--- config.mk ---
export PLATFORM = sky130hd
export DESIGN_NAME = lpm_inpad_sync
export DESIGN_NICKNAME = d
export VERILOG_FILES = /design/src/rtl/lpm_inpad_sync.sv
export SDC_FILE = /design/constraint.sdc
export NUM_CORES = 1
export LEC_CHECK = 0
export CAP_MARGIN = 20
export CORE_AREA = 5 5 42 44
export DETAILED_ROUTE_END_ITERATION = 10
export DIE_AREA = 0 0 47 49
export PLACE_DENSITY = 0.6
export SYNTH_ARGS = -nofsm -noshare
export SYNTH_HDL_FRONTEND = slang
export SYNTH_SLANG_ARGS = --single-unit
export TNS_END_PERCENT = 50
--- constraint.sdc ---
create_clock -name clock -period 2.35 [get_ports clock]
set_clock_uncertainty 0.05 [all_clocks]
set_input_delay 0.47 -clock clock [delete_from_list [all_inputs] [get_ports clock]]
set_output_delay 0.47 -clock clock [all_outputs]
set_load 0.02 [all_outputs]
--- src/rtl/lpm_inpad_sync.sv ---
// Registered input-pad receiver: synchronizes an asynchronous pad bus into the
// clock domain, debounces it as a whole word and publishes a stable value plus
// one-cycle changed/rise/fall pulses.
module lpm_inpad_sync #(
  parameter int unsigned          lpm_width       = 1,
  parameter int unsigned          lpm_sync_stages = 2,
  parameter int unsigned          lpm_debounce    = 4,
  parameter logic [lpm_width-1:0] lpm_reset_value = '0,
  parameter string                lpm_type        = "lpm_inpad_sync",
  parameter string                lpm_hint        = "UNUSED"
) (
  input  logic                 clock,
  input  logic                 aclr_n,
  input  logic [lpm_width-1:0] pad,
  output logic [lpm_width-1:0] data,
  output logic                 changed,
  output logic [lpm_width-1:0] rise,
  output logic [lpm_width-1:0] fall
);

  localparam int unsigned    CntW   = $clog2(lpm_debounce + 1);
  localparam logic [CntW-1:0] CntMax = CntW'(lpm_debounce);

  // Illegal parameter values stop elaboration, naming the offending instance.
  if (lpm_width < 1) begin : g_bad_width
    $fatal(1, "lpm_inpad_sync: lpm_width must be >= 1 in %m");
  end
  if (lpm_sync_stages < 2) begin : g_bad_stages
    $fatal(1, "lpm_inpad_sync: lpm_sync_stages must be >= 2 in %m");
  end
  if (lpm_debounce < 1) begin : g_bad_debounce
    $fatal(1, "lpm_inpad_sync: lpm_debounce must be >= 1 in %m");
  end
  if (lpm_type == "" || lpm_hint == "") begin : g_bad_strings
    $fatal(1, "lpm_inpad_sync: lpm_type and lpm_hint must be non-empty in %m");
  end

  logic [lpm_width-1:0] sync_q [lpm_sync_stages];
  logic [lpm_width-1:0] sync_out;

  logic [lpm_width-1:0] prev_q, prev_d;
  logic [CntW-1:0]      cnt_q, cnt_d;
  logic                 upd;

  logic [lpm_width-1:0] data_q, data_d;
  logic                 changed_q, changed_d;
  logic [lpm_width-1:0] rise_q, rise_d;
  logic [lpm_width-1:0] fall_q, fall_d;

  assign sync_out = sync_q[lpm_sync_stages-1];

  // Plain flop chain for metastability settling; nothing may sit between stages.
  always_ff @(posedge clock or negedge aclr_n) begin
    if (!aclr_n) begin
      for (int unsigned i = 0; i < lpm_sync_stages; i++) begin
        sync_q[i] <= lpm_reset_value;
      end
    end else begin
      sync_q[0] <= pad;
      for (int unsigned i = 1; i < lpm_sync_stages; i++) begin
        sync_q[i] <= sync_q[i-1];
      end
    end
  end

  // Stability tracking and update decision; any bit change restarts the whole word.
  always_comb begin
    prev_d = prev_q;
    cnt_d  = cnt_q;
    if (sync_out != prev_q) begin
      prev_d = sync_out;
      cnt_d  = CntW'(1);
    end else if (cnt_q != CntMax) begin
      cnt_d = cnt_q + CntW'(1);
    end

    // Saturated count alone is not enough: a value that returns to data is ignored.
    upd       = (cnt_q == CntMax) && (prev_q != data_q);
    data_d    = upd ? prev_q : data_q;
    changed_d = upd;
    rise_d    = upd ? (prev_q & ~data_q) : '0;
    fall_d    = upd ? (~prev_q & data_q) : '0;
  end

  // Tracker, published word and pulse registers.
  always_ff @(posedge clock or negedge aclr_n) begin
    if (!aclr_n) begin
      prev_q    <= lpm_reset_value;
      cnt_q     <= '0;
      data_q    <= lpm_reset_value;
      changed_q <= 1'b0;
      rise_q    <= '0;
      fall_q    <= '0;
    end else begin
      prev_q    <= prev_d;
      cnt_q     <= cnt_d;
      data_q    <= data_d;
      changed_q <= changed_d;
      rise_q    <= rise_d;
      fall_q    <= fall_d;
    end
  end

  assign data    = data_q;
  assign changed = changed_q;
  assign rise    = rise_q;
  assign fall    = fall_q;

endmodule

After elaboration in Yosys (flattened, before gate mapping)
Index checks and enable logic that the tools add are counted.
Storage, ports and cells
  output and inout bits: 4
  flip-flop bits (word level): 10
  word-level logic and storage cells: 23
  bits of input ports: 3
Operators by class
  add/sub/neg operators: 1
  multiplexer cells: 4
  bitwise operators: 4
  equality and inequality tests: 4
  reduce and logical (&&, ||, !) cells: 2
Operator list (count)
  $mux W3: 2
  $add A3 B1 Y3 const B: 1
  $eq A3 B3 Y1 const B: 1
  $ne A3 B3 Y1 const B: 1
  $and A1 B1 Y1: 2
  $mux W1: 2
  $ne A1 B1 Y1: 2
  $not A1 Y1: 2
  $reduce_bool A2 Y1: 1
  $logic_and A1 B1 Y1: 1

Logic depth before layout (Yosys ltp)
Gate-level depths: netlist (run 1).
  depth in word-level cells: 3
  gate-level depth with buffers: 4
  mapped depth without buffers: 4

Worst setup path before layout (run 1)
OpenSTA, ideal clock, no wires.
  kind: reg-to-reg
  start point: register data_q, in the netlist data
  end point: register data_q, in the netlist data
  arrival time: 1.149 ns
  cell stages (with the launch flop): 5
  slack: 1.028 ns
  required time: 2.176 ns
  path buffers: 0
  period minus slack after synthesis: 1.322 ns
  setup time: 0.124 ns
  cells stage by stage: dfrtp_1 -> inv_1 -> ha_1 -> nand3b_2 -> mux2i_1
On the way
  word-level cells in the longest chain between the ends: 2
RTL lines
  start, declared: line 45  | logic [lpm_width-1:0] data_q, data_d;
  start signal, assigned: line 90  | data_q <= lpm_reset_value;
  start signal, assigned: line 97  | data_q <= data_d;
  $ne A1 B1 Y1: line 78  | upd = (cnt_q == CntMax) && (prev_q != data_q);
  $logic_and A1 B1 Y1: line 78
Every way passes these cells.
A chain may end at the register's enable or synchronous reset.

Final worst setup path (run 1)
  start point: register data_q, in the netlist data
  end point: output data
RTL lines
  end, declared: line 15  | output logic [lpm_width-1:0] data,
No word-level cell between the ends.

==> Implementation_results.wiki, run 1 <==
{| class="wikitable"
! Metric !! Value
|-
| Worst EP arrival || between 1 and 1.5 ns
|-
| Final Cycle Share || 74.1%
|-
| Total iterations of the first detailed-routing run || 2
|-
| WP depth || 1
|-
| #FFs+latches synth || 10
|-
| TritonCTS buffer count || 3
|-
| Final routed wire length divided by cell count || roughly 9.5 um
|-
| Initial Util || a little under a third
|-
| Largest net degree at the start of global routing || 11
|-
| Area taken by flip-flops and latches || between 200 and 300 um2
|-
| Total number of clock tree sinks || 10
|-
| Largest buffer count on any clock path || 2
|-
| Total congestion overflow after global routing || 0
|-
| Minimum clock period || 1.74 ns
|-
| Detailed-route via count || around 260
|-
| Worst Path Class, Setup || register to output port
|-
| Post-Synthesis Cell Area || ~440 um2
|-
| Sequential area share after synthesis || between 50% and 60%
|-
| Worst hold-check path type || register to register
|-
| Area of the die || about 2300 um2
|-
| Longest individual stage delay on the worst path || slightly above 0.6 ns
|-
| Clock-pin slew on the worst setup and hold paths || approximately 0.050 ns
|-
| Transition time at the pin with the least slew margin || about 0.42 ns
|-
| Via density per instance || between 4 and 5
|-
| Buffers inserted by post-CTS timing repair || 0
|-
| Count of final max-slew check failures || 0
|-
| Commonest non-fill, non-tap cell in the layout || sky130_fd_sc_hd__dfrtp_1
|-
| Crit-path max FO || 3
|-
| Final setup vio count || 0
|-
| CTS H-tree depth || 1
|-
| Required arrival time at the worst endpoint || between 1.5 and 2 ns
|-
| Syn Inst Count || 35
|-
| Depth of the worst hold-timing path || 0
|-
| Unique masters post-synth || 16
|-
| Pwr Density || approximately 850 nW/um2
|-
| Number of violations of the max-capacitance limit || 0
|-
| Site Rows || 14
|-
| Syn_nets || 42
|-
| Crit path buf inv count || 1
|-
| Cell class contributing the biggest share of worst-path delay || buffers and inverters
|-
| DIE HEIGHT || a little under 50 um
|-
| YS warnings || 0
|-
| Fill cell total of the finished layout || 144
|-
| Final hold viol count || 0
|-
| Leading cell types in the layout, fill and taps excluded || sky130_fd_sc_hd__dfrtp_1 (10), sky130_fd_sc_hd__inv_1 (6), sky130_fd_sc_hd__clkdlybuf4s50_1 (6), sky130_fd_sc_hd__ha_1 (4), sky130_fd_sc_hd__clkbuf_4 (3)
|-
| RSZ-0062 raised after global routing || no
|-
| Post-route cell area || about 540 um2
|-
| Number of buffer cells added on primary ports || 6
|-
| TritonCTS clock tree || yes
|-
| DPL Wire Length || 443 um
|-
| Critical path launch point type || register
|-
| First-pass GRT wire length || around 1100 um
|-
| Setup crit end kind || output port
|-
| Setup_tns || 0 ns
|-
| IR drop worst, VDD || between 0.0004 and 0.0005 V
|-
| Number of gates given a new drive strength after cts || 0
|-
| Weighted congestion at the end of routability-driven global placement || between 0.6 and 0.7
|-
| Number of global-route vias before repair || approximately 250
|-
| CTS Root Cell || sky130_fd_sc_hd__clkbuf_4
|-
| Library cell contributing the largest single delay on the critical path || sky130_fd_sc_hd__clkdlybuf4s50_1
|-
| Pleak || ~0.28 nW
|-
| Worst Reg-to-Reg Cells || 4
|-
| Layout cells sized above 1 || between 20% and 30%
|-
| Remaining max-slew budget at the tightest pin || a little under three quarters
|-
| Placeable core area || 1400 um2
|-
| Placed cell areas || roughly 500 um2
|-
| Final layout net count || 52
|-
| Worst skew pair latency || ~0.25 ns
|-
| Post-synthesis area per instance || 12.5 um2
|-
| Routed WL || approximately 560 um
|-
| Result of the run || completed
|-
| Multi-input gate area in the final layout || roughly 160 um2
|-
| Gr usage total || under 10%
|-
| Die X || between 40 and 50 um
|-
| Highest achievable clock rate || 574 MHz
|-
| Area added between synthesis and finish || 22.6%
|-
| Antenna diode count || 0
|-
| Count of antenna-violating nets left after detailed routing || 0
|-
| Starting DRC count in detailed routing || 3
|-
| Initial antenna violation count || 0
|-
| I/O Pins || 7
|-
| Sequence of cells on the critical path || clkdlybuf4s50_1
|-
| Drt drc || 0
|-
| Number of buffers inserted by hold repair at cts || 0
|}
final timing paths:
path | endpoint | slack [ns] | startpoint
worst max-delay path | data | 0.61 | data$_DFFE_PN0P_
max in group asynchronous | data$_DFFE_PN0P_ | 1.48 | aclr_n
worst min-delay path | sync_out$_DFF_PN0_ | 0.30 | sync_q[1]$_DFF_PN0_
worst max register to register | data$_DFFE_PN0P_ | 1.10 | data$_DFFE_PN0P_
worst min register to register | sync_out$_DFF_PN0_ | 0.30 | sync_q[1]$_DFF_PN0_
min in group asynchronous | prev_q$_DFFE_PN0N_ | 0.47 | aclr_n
power by group:
| part | switching, W | internal (W) |
|---|---|---|
| Combinational | 0.0000564 | 0.0000651 |
| Clock | 0.0000488 | 0.0000586 |
| Sequential | 0.0000252 | 0.000199 |
through the flow:
step / cells / power [W] / setup WS [ns] / hold WS (ns) / utilization (%)
floorplan: 35 / 0.000309 / 1.03 / 0.124 / -
global placement: 56 / 0.000348 / 0.881 / 0.288 / 36.6
detailed placement: 56 / 0.000353 / 0.867 / 0.290 / 36.6
CTS: 59 / 0.000464 / 0.588 / 0.303 / 38.2
global route: 59 / 0.000495 / 0.536 / 0.320 / 38.2
finish: 59 / 0.000453 / 0.608 / 0.299 / 38.2
cells by family after synthesis:
family / Yosys count / synth area share, %
AO/OA/AOI/OAI: 4 / 6.88
XOR/XNOR: 1 / 2.01
adder cells (fa/ha/maj): 4 / 11.5
buffers and inverters: 7 / 6.02
flip-flops: 10 / 57.3
multiplexers: 1 / 2.29
AND/OR/NAND/NOR: 8 / 14.0
sequential cells by signal (all words and copies together), names as in the netlist:
register and cells:
changed 1, cnt_q 3, data 1, fall 1, prev_q 1, rise 1
sync_out 1, sync_q 1
Yosys cell counts:
master	count	area (um2)
sky130_fd_sc_hd__a21bo_2	1	10.0
sky130_fd_sc_hd__inv_1	6	22.5
sky130_fd_sc_hd__nor3_2	1	10.0
sky130_fd_sc_hd__a21boi_0	1	7.51
sky130_fd_sc_hd__and3_2	1	7.51
sky130_fd_sc_hd__a21oi_1	1	5.00
sky130_fd_sc_hd__o21bai_1	1	7.51
sky130_fd_sc_hd__xor2_1	1	8.76
sky130_fd_sc_hd__nand3b_2	1	11.3
sky130_fd_sc_hd__and3b_2	2	20.0
sky130_fd_sc_hd__mux2i_1	1	10.0
sky130_fd_sc_hd__ha_1	4	50.1
sky130_fd_sc_hd__nor2_1	2	7.51
sky130_fd_sc_hd__nand3_1	1	5.00
sky130_fd_sc_hd__clkbuf_1	1	3.75
sky130_fd_sc_hd__dfrtp_1	10	250
routing by layer:
metal	routed length [um]	up-vias	track usage (%)
li1	-	130	-
met1	251	117	8.45
met2	263	8	8.82
met3	48	0	5.54
met4	0	0	1.38
met5	0	-	0
layout make-up:
| type | count | share of cell area (%) |
|---|---|---|
| Sequential cell | 10 | 46.7 |
| Tap cell | 16 | 3.74 |
| Multi-Input combinational cell | 18 | 29.9 |
| Timing Repair Buffer | 6 | 11.2 |
| Inverter | 6 | 4.21 |
| Clock buffer | 3 | 4.21 |
(Power assumes the default switching activity.)
==> inputs of run 2 (changes only) <==
Settings changed: PLACE_DENSITY 0.6 to 0.62.
Clock period 2.35 ns to 1.4 ns, I/O delays scaled along.
==> run 2 against run 1 <==
Net effect:
- hold slack got worse by 0.031 ns
- flip-flop and latch count did not move
- via count rose by 5.5%
- sequential share of layout area fell by 0.75 points
- largest cell class unchanged
- largest power group unchanged
==> Implementation_results.wiki, run 2 (same netlist as run 1, synthesis figures left out) <==
{| class="wikitable"
! Metric !! Value
|-
| Number of buffer cells added on primary ports || 6
|-
| IR drop worst, VDD || around 0.0007 V
|-
| TritonCTS clock tree || yes
|-
| Fill cell total of the finished layout || around 140
|-
| DIE HEIGHT || slightly below 50 um
|-
| Final setup vio count || 0
|-
| Antenna diode count || 0
|-
| Result of the run || completed
|-
| Number of buffers inserted by hold repair at cts || 0
|-
| Longest individual stage delay on the worst path || 0.39 ns
|-
| Post-Layout Cell Count || 60
|-
| Die X || around 47 um
|-
| Commonest non-fill, non-tap cell in the layout || sky130_fd_sc_hd__dfrtp_1
|-
| CTS H-tree depth || 1
|-
| Area added between synthesis and finish || 24.6%
|-
| Site Rows || 14
|-
| Worst reg-to-reg setup slack || about 0.17 ns
|-
| Largest net degree at the start of global routing || 11
|-
| Library cell contributing the largest single delay on the critical path || sky130_fd_sc_hd__dfrtp_1
|-
| Multi-input gate area in the final layout || about 160 um2
|-
| Highest achievable clock rate || ~760 MHz
|-
| DPL Wire Length || 477 um
|-
| TritonCTS buffer count || 3
|-
| Largest buffer count on any clock path || 2
|-
| Count of final max-slew check failures || 0
|-
| Final Cycle Share || between 90% and 100%
|-
| Via density per instance || between 4 and 5
|-
| Worst Path Class, Setup || register to output port
|-
| Layout cells sized above 1 || a little under a quarter
|-
| Setup crit end kind || output port
|-
| Total instance count after detailed placement || between 50 and 60
|-
| Placeable core area || about 1400 um2
|-
| Final layout net count || 52
|-
| Gr usage total || under 10%
|-
| Number of violations of the max-capacitance limit || 0
|-
| Total number of clock tree sinks || 10
|-
| Final total power || 0.000833 W
|-
| Clock-pin slew on the worst setup and hold paths || 0.07 ns
|-
| Area taken by flip-flops and latches || 250 um2
|-
| Count of antenna-violating nets left after detailed routing || 0
|-
| Final hold viol count || 0
|-
| Drt drc || 0
|-
| Setup_tns || 0 ns
|-
| Crit path buf inv count || 1
|-
| Area of the die || 2300 um2
|-
| Final routed wire length divided by cell count || roughly 10 um
|-
| Number of gates given a new drive strength after cts || 4
|-
| Number of global-route vias before repair || approximately 260
|-
| First-pass GRT wire length || roughly 1100 um
|-
| Leading cell types in the layout, fill and taps excluded || sky130_fd_sc_hd__dfrtp_1 (10), sky130_fd_sc_hd__inv_1 (6), sky130_fd_sc_hd__ha_1 (4), sky130_fd_sc_hd__dlygate4sd2_1 (4), sky130_fd_sc_hd__clkbuf_4 (3)
|-
| Worst EP arrival || around 1 ns
|-
| Routed WL || about 620 um
|-
| Critical path launch point type || register
|-
| Total congestion overflow after global routing || 0
|-
| Initial antenna violation count || 0
|-
| Pleak || 0.308 nW
|-
| I/O Pins || 7
|-
| Crit-path max FO || 3
|-
| Sequence of cells on the critical path || dlygate4sd2_1
|-
| Total iterations of the first detailed-routing run || 1
|-
| Weighted congestion at the end of routability-driven global placement || approximately 0.7
|-
| Pwr Density || approximately 1500 nW/um2
|-
| Transition time at the pin with the least slew margin || between 0.4 and 0.5 ns
|-
| Detailed-route via count || about 270
|-
| RSZ-0062 raised after global routing || no
|-
| Required arrival time at the worst endpoint || between 1 and 1.5 ns
|-
| Remaining max-slew budget at the tightest pin || a little over two thirds
|-
| Minimum clock period || 1.31 ns
|-
| Cell class contributing the biggest share of worst-path delay || flip-flops
|-
| CTS Root Cell || sky130_fd_sc_hd__clkbuf_4
|-
| Initial Util || 31.2%
|-
| Buffers inserted by post-CTS timing repair || 0
|-
| Worst hold-check path type || input port to asynchronous set/reset pin
|-
| Starting DRC count in detailed routing || 0
|-
| Register containing the most flip-flops in the final layout || cnt_q
|-
| Flip-flop count of the largest register, all copies and words added || 3
|-
| Worst skew pair latency || ~0.27 ns
|}
## run 2: cell count changes in the layout (fill, tap and decap cells not counted)
cell / previous run / this run
sky130_fd_sc_hd__dlygate4sd2_1: 0 / 4
sky130_fd_sc_hd__clkdlybuf4s50_1: 6 / 2
sky130_fd_sc_hd__clkbuf_8: 0 / 1
## run 2: power breakdown
group          switching, W  internal (W)
combinational     0.0000960     0.0000980
sequential        0.0000409      0.000333
clock              0.000106      0.000158
## run 2: layer usage
metal  GRT usage [%]  up-vias  share of wire (%)
met5               0        -                  0
met1            8.82      123                 42
met4            6.91        0                3.7
li1                -      132                  -
met3            2.21        4                 10
met2            8.82       10                 44
## run 2: final timing paths
check	startpoint	end	cells past startpoint
max in group asynchronous	aclr_n	prev_q$_DFFE_PN0N_	1
min in group clock	sync_q[1]$_DFF_PN0_	sync_out$_DFF_PN0_	0
worst min-delay path	aclr_n	fall$_DFF_PN0_	1
worst max register to register	data$_DFFE_PN0P_	data$_DFFE_PN0P_	4
worst min register to register	sync_q[1]$_DFF_PN0_	sync_out$_DFF_PN0_	0
worst max-delay path	data$_DFFE_PN0P_	data	1
## run 2: through the flow
step           area, um2  hold WS (ns)  setup slack (ns)  util, %
6_report             544         0.268            0.0888     38.8
3_3_place_gp         513         0.286             0.126     36.6
5_1_grt              544         0.315            0.0367     38.8
3_5_place_dp         513         0.290             0.103     36.6
4_1_cts              544         0.282            0.0702     38.8
2_1_floorplan        437       -0.0656            0.0776        -
## run 2: cell type report
class                           count  area share [%]
Clock buffer                        4            6.67
Inverter                            6            4.14
Multi-Input combinational cell     18            29.4
Sequential cell                    10            46.0
Tap cell                           16            3.68
Timing Repair Buffer                6            10.1
## run 2: worst reg2reg max path: stages, from the launching register on
cell                       delay, ns
sky130_fd_sc_hd__dfrtp_1        0.37
sky130_fd_sc_hd__inv_1          0.06
sky130_fd_sc_hd__ha_1           0.27
sky130_fd_sc_hd__nand3b_2       0.23
sky130_fd_sc_hd__mux2i_1        0.13
==> inputs of run 3 (changes only) <==
Clock period 1.4 ns to 1.09 ns, I/O delays scaled along.
==> run 3 against run 2 <==
Net effect:
- the flow now finishes with violations (negative setup slack)
- die area unchanged
- clock-buffer cell count unchanged
- global-route usage increased by 0.60 points
- first-iteration DRC count increased by 3
- cell count increased by 8.3%
- worst setup slack got worse by 0.15 ns
- power increased by 37%
- non-clock buffer count increased by 5
- hold slack got worse by 0.088 ns
- critical endpoint is now data$_DFFE_PN0P_
==> Implementation_results.wiki, run 3 (same netlist as run 1, synthesis figures left out) <==
{| class="wikitable"
! Metric !! Value
|-
| Result of the run || finished with violations
|-
| Violated checks || negative setup slack
|-
| Routed WL || between 700 and 800 um
|-
| Total congestion overflow after global routing || 0
|-
| Worst skew pair latency || approximately 0.27 ns
|-
| Drt drc || 0
|-
| TritonCTS buffer count || 3
|-
| DPL Wire Length || roughly 520 um
|-
| Flip-flop count of the largest register, all copies and words added || 3
|-
| TritonCTS clock tree || yes
|-
| Die X || 47 um
|-
| Site Rows || 14
|-
| Met1 usage || about a tenth
|-
| IR drop worst, VDD || 0.000877 V
|-
| Via density per instance || 4.34
|-
| Initial Util || slightly above 30%
|-
| Final hold viol count || 0
|-
| Worst Reg-to-Reg Cells || 3
|-
| Setup_tns || -0.156 ns
|-
| Leading cell types in the layout, fill and taps excluded || sky130_fd_sc_hd__dfrtp_1 (9), sky130_fd_sc_hd__inv_1 (4), sky130_fd_sc_hd__buf_2 (4), sky130_fd_sc_hd__buf_4 (4), sky130_fd_sc_hd__clkbuf_4 (3)
|-
| Setup crit end kind || register
|-
| Worst hold-check path type || input port to asynchronous set/reset pin
|-
| Largest net degree at the start of global routing || 11
|-
| Initial antenna violation count || 0
|-
| RSZ-0062 raised after global routing || yes
|-
| Number of buffers inserted by hold repair at cts || 0
|-
| Worst Path Class, Setup || register to register
|-
| Layout cells sized above 1 || between 50% and 60%
|-
| Crit-path max FO || 3
|-
| Total number of clock tree sinks || 10
|-
| Longest individual stage delay on the worst path || 0.42 ns
|-
| Placed cell areas || 566 um2
|-
| Number of violations of the max-capacitance limit || 0
|-
| Minimum clock period || approximately 1.2 ns
|-
| Final Cycle Share || 106%
|-
| Area of the die || between 2000 and 2500 um2
|-
| Worst setup slack after layout || -0.0625 ns
|-
| Post-route cell area || 621 um2
|-
| I/O Pins || 7
|-
| Placeable core area || 1400 um2
|-
| Most used routing layer || met1
|-
| Final setup vio count || 5
|-
| Final layout net count || 57
|-
| Pwr Density || about 1800 nW/um2
|-
| Crit path buf inv count || 0
|-
| Final routed wire length divided by cell count || 11.2 um
|-
| Register containing the most flip-flops in the final layout || cnt_q
|-
| Number of global-route vias before repair || 285
|-
| Gr usage total || 7.64%
|-
| Global routing met3 resource utilization || between 2 and 2.5%
|-
| Sequence of cells on the critical path || ha_4 -> nand3b_4 -> mux2i_1
|-
| Total iterations of the first detailed-routing run || 2
|-
| Met2 routing resource usage after global routing || 9.73%
|-
| Weighted congestion at the end of routability-driven global placement || slightly below 0.7
|-
| Worst EP arrival || 1.29 ns
|-
| Detailed-route via count || 282
|-
| Count of antenna-violating nets left after detailed routing || 0
|-
| Pleak || 0.335 nW
|-
| Count of final max-slew check failures || 0
|-
| Library cell contributing the largest single delay on the critical path || sky130_fd_sc_hd__dfrtp_1
|-
| First-pass GRT wire length || 1190 um
|-
| WP depth || 3
|-
| Cell class contributing the biggest share of worst-path delay || flip-flops
|-
| Remaining max-slew budget at the tightest pin || 82.3%
|-
| Clock-pin slew on the worst setup and hold paths || approximately 0.07 ns
|-
| Highest achievable clock rate || slightly below 900 MHz
|-
| Antenna diode count || 0
|-
| CTS H-tree depth || 1
|-
| Starting DRC count in detailed routing || 3
|-
| Commonest non-fill, non-tap cell in the layout || sky130_fd_sc_hd__dfrtp_1
|-
| Area added between synthesis and finish || 42.1%
|-
| Transition time at the pin with the least slew margin || approximately 0.27 ns
|-
| DIE HEIGHT || roughly 49 um
|-
| Critical path launch point type || register
|-
| Number of buffer cells added on primary ports || 6
|-
| Required arrival time at the worst endpoint || 1.22 ns
|-
| Largest buffer count on any clock path || 2
|-
| CTS Root Cell || sky130_fd_sc_hd__clkbuf_4
|}
[run 3: worst reg2reg max path: stages (launching register included)]
cell                       delay (ns)
sky130_fd_sc_hd__dfrtp_1         0.42
sky130_fd_sc_hd__ha_4            0.27
sky130_fd_sc_hd__nand3b_4        0.12
sky130_fd_sc_hd__mux2i_1         0.20
[run 3: metrics by stage]
stage / instances / util, % / worst slack (ns) / hold slack, ns / total power, W
after CTS: 65 / 43.2 / -0.0691 / 0.176 / 0.00115
after floorplan: 35 / - / -0.0638 / -0.128 / 0.000703
after global placement: 60 / 40.4 / -0.135 / 0.294 / 0.000826
after global routing: 65 / 44.3 / -0.136 / 0.189 / 0.00123
after detailed placement: 60 / 40.4 / -0.145 / 0.293 / 0.000838
final: 65 / 44.3 / -0.0625 / 0.180 / 0.00114
[run 3: timing repair]
| item | in CTS | in global routing |
|---|---|---|
| setup endpoints to repair | 9 | 7 |
| pin swaps | 1 | 0 |
| resized for setup | 21 | 3 |
| setup buffers | 1 | 0 |
| hold endpoints to repair | 0 | 0 |
[run 3: area by class of cell]
cell class | instances | area (um2)
Tap cell | 16 | 20.0
Timing Repair Buffer | 11 | 81.3
Multi-Input combinational cell | 18 | 219
Sequential cell | 10 | 251
Inverter | 6 | 22.5
Clock buffer | 4 | 26.3
Fill cell | 139 | 781
[run 3: routing by layer]
| metal | up-vias | share of wire (%) |
|---|---|---|
| li1 | 138 | - |
| met1 | 132 | 43 |
| met2 | 8 | 47 |
| met3 | 4 | 6.8 |
| met4 | 0 | 3.1 |
| met5 | - | 0 |
[run 3: path summary, 6_finish.rpt]
| kind | slack [ns] | to | startpoint |
|---|---|---|---|
| min | 0.18 | sync_q[1]$_DFF_PN0_ | aclr_n |
| max | -0.06 | data$_DFFE_PN0P_ | prev_q$_DFFE_PN0N_ |
| min reg2reg | 0.31 | sync_out$_DFF_PN0_ | sync_q[1]$_DFF_PN0_ |
| max reg2reg | -0.06 | data$_DFFE_PN0P_ | prev_q$_DFFE_PN0N_ |
| max in group asynchronous | 0.66 | data$_DFFE_PN0P_ | aclr_n |
| min in group clock | 0.31 | sync_out$_DFF_PN0_ | sync_q[1]$_DFF_PN0_ |
[run 3: power by group]
group          internal [W]  leakage (nW)  total, W  switching [W]
combinational      0.000210         0.195  0.000386       0.000176
clock              0.000141        0.0150  0.000269       0.000128
sequential         0.000431         0.125  0.000489      0.0000582
total              0.000783         0.335   0.00114       0.000362
